[config.mk]
export PLATFORM = sky130hd
export DESIGN_NAME = free_block_arbiter
export DESIGN_NICKNAME = d
export VERILOG_FILES = /design/src/rtl/free_block_arbiter_pkg.sv /design/src/rtl/free_block_arbiter_rr_priority_select.sv /design/src/rtl/free_block_arbiter.sv
export SDC_FILE = /design/constraint.sdc
export NUM_CORES = 1
export LEC_CHECK = 0
export BUFFER_PORTS_ARGS = -buffer_cell sky130_fd_sc_hd__buf_2
export CAP_MARGIN = 20
export CORE_ASPECT_RATIO = 0.6
export CORE_MARGIN = 2
export CORE_UTILIZATION = 27
export CTS_BUF_LIST = sky130_fd_sc_hd__clkbuf_4
export CTS_CLUSTER_DIAMETER = 60
export DETAILED_ROUTE_END_ITERATION = 12
export PLACE_DENSITY = 0.42
export SLEW_MARGIN = 20
export SYNTH_ARGS = -nofsm -noshare
export SYNTH_HDL_FRONTEND = slang
export SYNTH_HIERARCHICAL = 1
export SYNTH_SLANG_ARGS = --single-unit
[constraint.sdc]
create_clock -name clk_i -period 2.95 [get_ports clk_i]
set_input_delay 0.4425 -clock clk_i [delete_from_list [all_inputs] [get_ports clk_i]]
set_output_delay 0.4425 -clock clk_i [all_outputs]
set_load 0.005 [all_outputs]
[src/rtl/free_block_arbiter_pkg.sv]
// Shared types and width helpers for the free-block arbiter and its round-robin selector.
package free_block_arbiter_pkg;

    typedef enum logic [1:0] {
        ST_IDLE     = 2'd0,
        ST_ISSUE    = 2'd1,
        ST_WAIT_ACK = 2'd2
    } state_e;

    localparam int DEFAULT_ACK_TIMEOUT = 255;
    localparam int TIMER_BITS          = 8;

    function automatic int clogb2(input int value);
        int bits;
        bits = 0;
        for (int v = value; v > 0; v = v >> 1) begin
            bits++;
        end
        return bits;
    endfunction

    // A single requester still needs a one-bit grant index.
    function automatic int grant_bits(input int num_req);
        return (num_req > 1) ? clogb2(num_req - 1) : 1;
    endfunction

endpackage

[src/rtl/free_block_arbiter_rr_priority_select.sv]
// Combinational round-robin pick: first set bit of pending_i strictly after last_i, wrapping,
// with last_i itself considered last.
module free_block_arbiter_rr_priority_select
    import free_block_arbiter_pkg::*;
#(
    parameter int NUM_REQ = 2,
    localparam int GW     = grant_bits(NUM_REQ)
) (
    input  logic [NUM_REQ-1:0] pending_i,
    input  logic [GW-1:0]      last_i,
    output logic [GW-1:0]      grant_o,
    output logic               valid_o
);

    localparam int SW = GW + 1;

    logic [SW-1:0]      start_w;
    logic [SW-1:0]      sum_w;
    logic [NUM_REQ-1:0] rot_w;
    logic [NUM_REQ:0]   seen_w;
    logic [GW-1:0]      off_acc [NUM_REQ+1];

    // Rotate so bit 0 of rot_w is the requester right after last_i.
    assign start_w = {1'b0, last_i} + SW'(1);
    assign rot_w   = NUM_REQ'({pending_i, pending_i} >> start_w);

    assign seen_w[0]  = 1'b0;
    assign off_acc[0] = '0;

    generate
        for (genvar gi = 0; gi < NUM_REQ; gi++) begin : g_pick
            assign seen_w[gi+1]  = seen_w[gi] | rot_w[gi];
            assign off_acc[gi+1] = off_acc[gi] | ((rot_w[gi] & ~seen_w[gi]) ? GW'(gi) : '0);
        end
    endgenerate

    assign sum_w   = start_w + {1'b0, off_acc[NUM_REQ]};
    assign grant_o = GW'((sum_w >= SW'(NUM_REQ)) ? (sum_w - SW'(NUM_REQ)) : sum_w);
    assign valid_o = seen_w[NUM_REQ];

endmodule

[src/rtl/free_block_arbiter.sv]
// Shares the buffer's single block-free port among NUM_REQ requesters: one latched free per
// requester, round-robin grant, req/ack handshake with timeout, sticky overrun/timeout flags.
module free_block_arbiter
    import free_block_arbiter_pkg::*;
#(
    parameter int NUM_REQ     = 2,
    parameter int ADDR_BITS   = 9,
    parameter int ACK_TIMEOUT = DEFAULT_ACK_TIMEOUT
) (
    input  logic                           clk_i,
    input  logic                           rst_i,
    input  logic [NUM_REQ*ADDR_BITS-1:0]   req_block_i,
    input  logic [NUM_REQ-1:0]             req_strobe_i,
    output logic [NUM_REQ-1:0]             req_busy_o,
    output logic [NUM_REQ-1:0]             req_done_o,
    output logic [ADDR_BITS-1:0]           free_block_o,
    output logic                           free_req_o,
    input  logic                           free_ack_i,
    output logic [NUM_REQ-1:0]             overrun_o,
    output logic                           timeout_o,
    input  logic                           err_clr_i
);

    localparam int GW = grant_bits(NUM_REQ);

    state_e                 state_q, state_d;
    logic [GW-1:0]          grant_q, grant_d;
    logic [GW-1:0]          last_q, last_d;
    logic [TIMER_BITS-1:0]  timer_q, timer_d;
    logic [NUM_REQ-1:0]     pending_q, pending_d;
    logic [ADDR_BITS-1:0]   addr_q [NUM_REQ];
    logic [ADDR_BITS-1:0]   addr_d [NUM_REQ];
    logic [ADDR_BITS-1:0]   free_block_q, free_block_d;
    logic                   free_req_q, free_req_d;
    logic [NUM_REQ-1:0]     done_q, done_d;
    logic [NUM_REQ-1:0]     overrun_q, overrun_d;
    logic                   timeout_q, timeout_d;

    logic [NUM_REQ-1:0]     clear_w;
    logic                   timeout_set_w;
    logic [GW-1:0]          sel_grant_w;
    logic                   sel_valid_w;

    free_block_arbiter_rr_priority_select #(
        .NUM_REQ (NUM_REQ)
    ) u_select (
        .pending_i (pending_q),
        .last_i    (last_q),
        .grant_o   (sel_grant_w),
        .valid_o   (sel_valid_w)
    );

    always_comb begin
        state_d       = state_q;
        grant_d       = grant_q;
        last_d        = last_q;
        timer_d       = timer_q;
        free_block_d  = free_block_q;
        free_req_d    = 1'b0;
        done_d        = '0;
        clear_w       = '0;
        timeout_set_w = 1'b0;
        case (state_q)
            ST_IDLE: begin
                if (sel_valid_w) begin
                    grant_d      = sel_grant_w;
                    free_block_d = addr_q[sel_grant_w];
                    free_req_d   = 1'b1;
                    state_d      = ST_ISSUE;
                end
            end
            ST_ISSUE: begin
                timer_d = '0;
                state_d = ST_WAIT_ACK;
            end
            ST_WAIT_ACK: begin
                if (free_ack_i) begin
                    clear_w[grant_q] = 1'b1;
                    done_d[grant_q]  = 1'b1;
                    last_d           = grant_q;
                    state_d          = ST_IDLE;
                end else if (timer_q == TIMER_BITS'(ACK_TIMEOUT)) begin
                    // Abandon the free: the requester is released without a done pulse.
                    clear_w[grant_q] = 1'b1;
                    timeout_set_w    = 1'b1;
                    last_d           = grant_q;
                    state_d          = ST_IDLE;
                end else begin
                    timer_d = timer_q + TIMER_BITS'(1);
                end
            end
            default: state_d = ST_IDLE;
        endcase
    end

    // A strobe landing in the cycle its pending entry clears is accepted, not an overrun.
    generate
        for (genvar gi = 0; gi < NUM_REQ; gi++) begin : g_req
            logic load_w;
            assign load_w         = req_strobe_i[gi] & (~pending_q[gi] | clear_w[gi]);
            assign pending_d[gi]  = req_strobe_i[gi] | (pending_q[gi] & ~clear_w[gi]);
            assign addr_d[gi]     = load_w ? req_block_i[gi*ADDR_BITS +: ADDR_BITS] : addr_q[gi];
            assign overrun_d[gi]  = (overrun_q[gi] & ~err_clr_i)
                                  | (req_strobe_i[gi] & pending_q[gi] & ~clear_w[gi]);
        end
    endgenerate

    assign timeout_d = (timeout_q & ~err_clr_i) | timeout_set_w;

    always_ff @(posedge clk_i) begin
        if (rst_i) begin
            state_q      <= ST_IDLE;
            grant_q      <= '0;
            last_q       <= GW'(NUM_REQ - 1);
            timer_q      <= '0;
            pending_q    <= '0;
            free_block_q <= '0;
            free_req_q   <= 1'b0;
            done_q       <= '0;
            overrun_q    <= '0;
            timeout_q    <= 1'b0;
            for (int i = 0; i < NUM_REQ; i++) begin
                addr_q[i] <= '0;
            end
        end else begin
            state_q      <= state_d;
            grant_q      <= grant_d;
            last_q       <= last_d;
            timer_q      <= timer_d;
            pending_q    <= pending_d;
            free_block_q <= free_block_d;
            free_req_q   <= free_req_d;
            done_q       <= done_d;
            overrun_q    <= overrun_d;
            timeout_q    <= timeout_d;
            addr_q       <= addr_d;
        end
    end

    assign req_busy_o   = pending_q;
    assign req_done_o   = done_q;
    assign free_block_o = free_block_q;
    assign free_req_o   = free_req_q;
    assign overrun_o    = overrun_q;
    assign timeout_o    = timeout_q;

endmodule

Yosys cells after proc, flatten, opt, wreduce, memory -nomap -nowiden
Index checks and enable logic that the tools add are counted.
- bits in registers: 47
- add/subtract/negate cells: 4
- magnitude comparators: 4
- equality and inequality tests: 7
- shift-type cells: 1
- multiplexer cells: 23
- bitwise gates (word level): 30
- reductions and logical operators: 10
- operators with widths (operator ; number):
    $mux W9 ; 3
    $mux W8 ; 2
    $pmux W8 S2 ; 1
    $and A1 B1 Y1 ; 12
    $mux W2 ; 6
    $mux W1 ; 9
    $not A1 Y1 ; 9
    $add A8 B1 Y8 const B ; 1
    $eq A8 B8 Y1 const B ; 1
    $or A1 B1 Y1 ; 8
    $ne A2 B2 Y1 const B ; 3
    $pmux W2 S3 ; 1
    $reduce_and A2 Y1 ; 3
    $ge A2 B2 Y1 const B ; 2
    $reduce_bool A2 Y1 ; 2
    $shr A4 B2 Y2 ; 1
    $ne A3 B3 Y1 const B ; 1
    $reduce_and A3 Y1 ; 1
    $reduce_or A3 Y1 ; 1
    $add A1 B1 Y2 const B ; 1
    $add A2 B1 Y2 ; 1
    $eq A2 B1 Y1 const B ; 1
    $eq A2 B2 Y1 const B ; 1
    $logic_not A2 Y1 ; 1
    7 further kinds ; 7

Longest topological paths before layout
- depth after elaboration: 12
- mapped depth: 6
- mapped depth without buffers: 5

Hierarchy
Netlist, hierarchy kept.
- by module, submodules not included (module ; instances ; cells each ; area an instance (µm²) ; sequential area each (µm²)):
    free_block_arbiter ; 1 ; 221 ; 2004.4 ; 940.9
    free_block_arbiter_rr_priority_select ; 1 ; 4 ; 21.3 ; 0.0

Worst setup path after synthesis
No wires, ideal clock.
- path kind: register to register
- start: register timer_q[0]
- end: register addr_q[10] (netlist bit)
- arrival time: 1.440 ns
- slack: 1.439 ns
- stages on the path, launching flop included: 7
- buffers on the path: 1
- period minus slack after synthesis: 1.511 ns
- path through: dfxtp_1 ha_1 and2_1 nand4_1 o31ai_1 buf_6 mux2i_1
- longest elaborated chain between the ends: 6
- ends and longest elaborated chain (element ; line ; RTL):
    start: declaration ; free_block_arbiter.sv:29 ; logic [TIMER_BITS-1:0] timer_q, timer_d;
    start signal: assignment ; free_block_arbiter.sv:129 ; timer_q <= timer_d;
    $eq A8 B8 Y1 ; free_block_arbiter.sv:82 ; end else if (timer_q == TIMER_BITS'(ACK_TIMEOUT)) begin
    $mux W2 ; free_block_arbiter.sv:82 ;
    $mux W2 ; free_block_arbiter.sv:77 ; if (free_ack_i) begin
    $mux W2 ; free_block_arbiter.sv:63 ; case (state_q)
    $or A1 B1 Y1 ; free_block_arbiter.sv:100 ; assign load_w = req_strobe_i[gi] & (~pending_q[gi] | clear_w[gi]);
    $and A1 B1 Y1 ; free_block_arbiter.sv:100 ;
    end signal: assignment ; free_block_arbiter.sv:136 ; addr_q <= addr_d;
    end: declaration ; free_block_arbiter.sv:31 ; logic [ADDR_BITS-1:0] addr_q [NUM_REQ];
No other way between the ends.
A chain may end at the register's enable or synchronous reset.

Worst setup path after layout
Ends and elaborated chain as after synthesis.

==> implementation parameters <==
Parameter                              Value

Power and ir drop
  Switching power    0.342 mW
  Net switching fraction of the power    28.4%
  Power share of the clock group    26.5%
  Design internal power    0.860 mW
  Cell area power density    498 nW/µm²
  Largest vdd supply drop    134 µV
  Share of total power in sequential cells    58.4%
  Leakage power total    0.989 nW
  Comb pwr share    15.1%

Synthesis
  Cell types occupying the most area after synthesis    sky130_fd_sc_hd__dfxtp_1 46%, sky130_fd_sc_hd__mux2i_1 14%, sky130_fd_sc_hd__nand2_1 8.0%
  Cell Area, Synth    2030 µm²
  Per-instance average area after synthesis    9.00 µm²
  Gate count of the mapped netlist    225
  Number of synthesis warnings    6
  Yosys top cell area share    46.4%
  Count of flip-flops with a built-in enable after synthesis    0
  Post-synthesis cell type count    39
  Leading area contributor after synthesis    sky130_fd_sc_hd__dfxtp_1
  Number of flip-flops and latches in the synthesized netlist    47
  Sequential-to-total area share from yosys stat    46.4%
  Top flip-flop cell by instance count after synthesis    sky130_fd_sc_hd__dfxtp_1
  Async S/R FF share, synth    0%
  Total nets after synthesis    250
  Most repeated cell in the gate-level netlist after synthesis    sky130_fd_sc_hd__dfxtp_1
  Top post-synthesis cells by count    47 x sky130_fd_sc_hd__dfxtp_1, 43 x sky130_fd_sc_hd__nand2_1, 29 x sky130_fd_sc_hd__mux2i_1, 15 x sky130_fd_sc_hd__nor2_1, 10 x sky130_fd_sc_hd__a21oi_1

Die
  Area enclosed by the die boundary    8230 µm²
  X dimension of the die    116 µm
  Row cnt    24
  Starting density of the core    27.9%
  Y dimension of the die    71.1 µm
  Core area    7270 µm²
  Number of top-level pins    41

Clock network
  CTS tree    done
  CTS Sinks    47
  Number of CTS-inserted buffers    5
  Hold bufs inserted after CTS    0
  Cell at the root of the clock tree    sky130_fd_sc_hd__clkbuf_4
  Number of setup buffers added after CTS    0
  Insertion delay of the later-clocked pin in the worst-skew pair    0.38 ns
  Htree depth    2
  Maximum number of buffers from clock root to sink    2
  Post-CTS sizing    0
  Clock slew at reported path FFs    0.14 ns

Flow run
  Count of maximum capacitance violations    0

GRT
  Gr busiest metal    met1
  Met1 demand-to-capacity share in global routing    18.3%
  Congestion Overflow GR    0
  Met3 demand-to-capacity share in global routing    4.11%
  Number of global-route vias before repair    1,521
  Antenna violations before repair    0
  Met2 usage    16.8%
  GRT Util Overall    12.4%
  Global-route wire length before repair    7770 µm
  Largest net degree at the start of global routing    26

Worst setup path
  Maximum fanout along the worst path    9
  Cells along the critical path    ha_1 -> and2_1 -> nand4_1 -> o31ai_2 -> buf_4 -> mux2i_1
  Launch point of the worst reg-to-reg path    timer_q[0]
  Timing startpoint of the critical path    timer_q[0]
  Cell with the largest stage delay on the worst path    sky130_fd_sc_hd__dfxtp_1
  Peak per-stage delay on the critical path    0.40 ns
  Required arrival time at the worst endpoint    3.26 ns
  Data arrival time of the worst path    2.08 ns
  Top cell family by delay on the critical path    flip-flops
  Crit path kind    flip-flop to flip-flop
  CP startpoint kind    flip-flop
  Kind of capture point of the worst setup path    flip-flop
  Buf/Inv on CP    1

Worst hold path
  Hold path startpoint    req_block_i[7]
  Min-delay worst type    primary input to flip-flop

Layout
  Finished Cell Area    2410 µm²
  P&R area growth vs syn    19.0%
  Count of antenna diodes in the layout    0
  Final layout net count    291
  Share of post-route cells with drive strength above 1    22.8%

Placed design
  DP Area    2350 µm²
  Sum of net half-perimeters after detailed placement    3360 µm
  Placer's final routability congestion estimate    0.728
  Number of buffer cells added on primary ports    40

STA
  Sum Neg Setup Slack    0 ns
  Maximum clock frequency    565 MHz
  Setup repair after global routing missed its margin    no
  Final hold violation count    0
  Shortest period the worst path allows    1.77 ns
  Post-Route Skew    0.0206 ns
  Worst-case headroom to the max-slew limit    57.1%
  Number of max-slew violations in the final report    0
  Number of setup violations in the final report    0
  Post-route clock period utilization    60.0%
  Slew of the pin with the lowest slew margin    0.644 ns

Route
  Number of routed nets with antenna violations    0
  Wire length reported by the detailed router    4680 µm
  Post-route DRC violation count    0
  Via Count    1,657
  First-pass iteration count of the detailed router    4
  Vias per cell    4.47
  1st-iter DRT viols    60
  Routed wire length per instance    12.6 µm

Outcome
  Status    completed
[worst reg2reg max path, cell delays in order, from the launching register on]
cell and delay (ns):
sky130_fd_sc_hd__dfxtp_1 0.40, sky130_fd_sc_hd__ha_1 0.22, sky130_fd_sc_hd__and2_1 0.21, sky130_fd_sc_hd__nand4_1 0.20, sky130_fd_sc_hd__o31ai_2 0.24, sky130_fd_sc_hd__buf_4 0.26, sky130_fd_sc_hd__mux2i_1 0.20
[power by group through the flow]
stage | combinational [mW] | sequential, mW | clock, mW
6_report | 0.181 | 0.702 | 0.318
5_1_grt | 0.204 | 0.710 | 0.363
4_1_cts | 0.185 | 0.703 | 0.336
3_5_place_dp | 0.184 | 0.717 | 0
3_3_place_gp | 0.183 | 0.718 | 0
2_1_floorplan | 0.115 | 0.714 | 0
[flip-flops by register name (all words and copies together), names as in the netlist]
register / count
free_block_o: 9
last_q: 1
grant_q: 1
timer_q: 8
overrun_o: 2
free_req_o: 1
req_busy_o: 2
state_q: 2
timeout_o: 1
addr_q: 18
req_done_o: 2
[logic make-up after synthesis]
group	after synthesis	synth area share, %
buffers and inverters	19	4.01
and+or+nand+nor	88	21.1
adders and majority gates	1	0.618
muxes	29	14.3
DFF	47	46.4
AOI/OAI and AO/OA	41	13.5
[stage by stage]
step | std cells | util (%) | setup WS (ns) | power, mW | hold WS (ns)
after global routing | 371 | 33.2 | 0.956 | 1.28 | 0.264
after floorplan | 225 | - | 1.44 | 0.829 | 0.434
after detailed placement | 363 | 32.4 | 1.19 | 0.901 | 0.448
after CTS | 371 | 33.2 | 1.18 | 1.22 | 0.264
after global placement | 363 | 32.4 | 1.23 | 0.901 | 0.443
final | 371 | 33.2 | 1.18 | 1.20 | 0.286
[metal layers]
metal  part of all wire, %  vias to the layer above
met5                     0                        -
met4                   1.7                        0
met3                   5.4                        8
met2                    38                       38
met1                    55                      738
li1                      -                      873
[final cells by class]
cell class,instances,area [µm²]
inverters,8,30.0
well taps,104,130
clock buffers,6,45.0
clock inverters,2,12.5
multi-input cells,159,1010
repair buffers,45,238
flip-flops and latches,47,941
fillers,792,4860
[worst paths after layout]
check / endpoint / slack [ns] / depth (start not counted)
min reg2reg: addr_q[6] / 0.46 / 2
max: addr_q[10] / 1.18 / 6
min: addr_q[16] / 0.29 / 3
max reg2reg: addr_q[10] / 1.18 / 6
[placed cells by master (no fill, tap or decap), drive strengths merged]
cell type,n
dfxtp,47
buf,45
nand2,43
mux2i,29
nor2,15
a21oi,10
a211oi,9
inv,8
nand3,7
clkbuf,6
o21ai,6
o31ai,6
and2,4
and4,3
nand4,2
a31oi,2
o211ai,2
or4,2
o21a,2
nor3b,2
and3,2
or2,2
nand2b,1
and2b,1
or2b,1
nor2b,1
a41oi,1
o22ai,1
a2bb2oi,1
a311o,1
nor4b,1
or3,1
ha,1
clkinvlp,1
clkinv,1
Power figures use the tool's default switching activity.
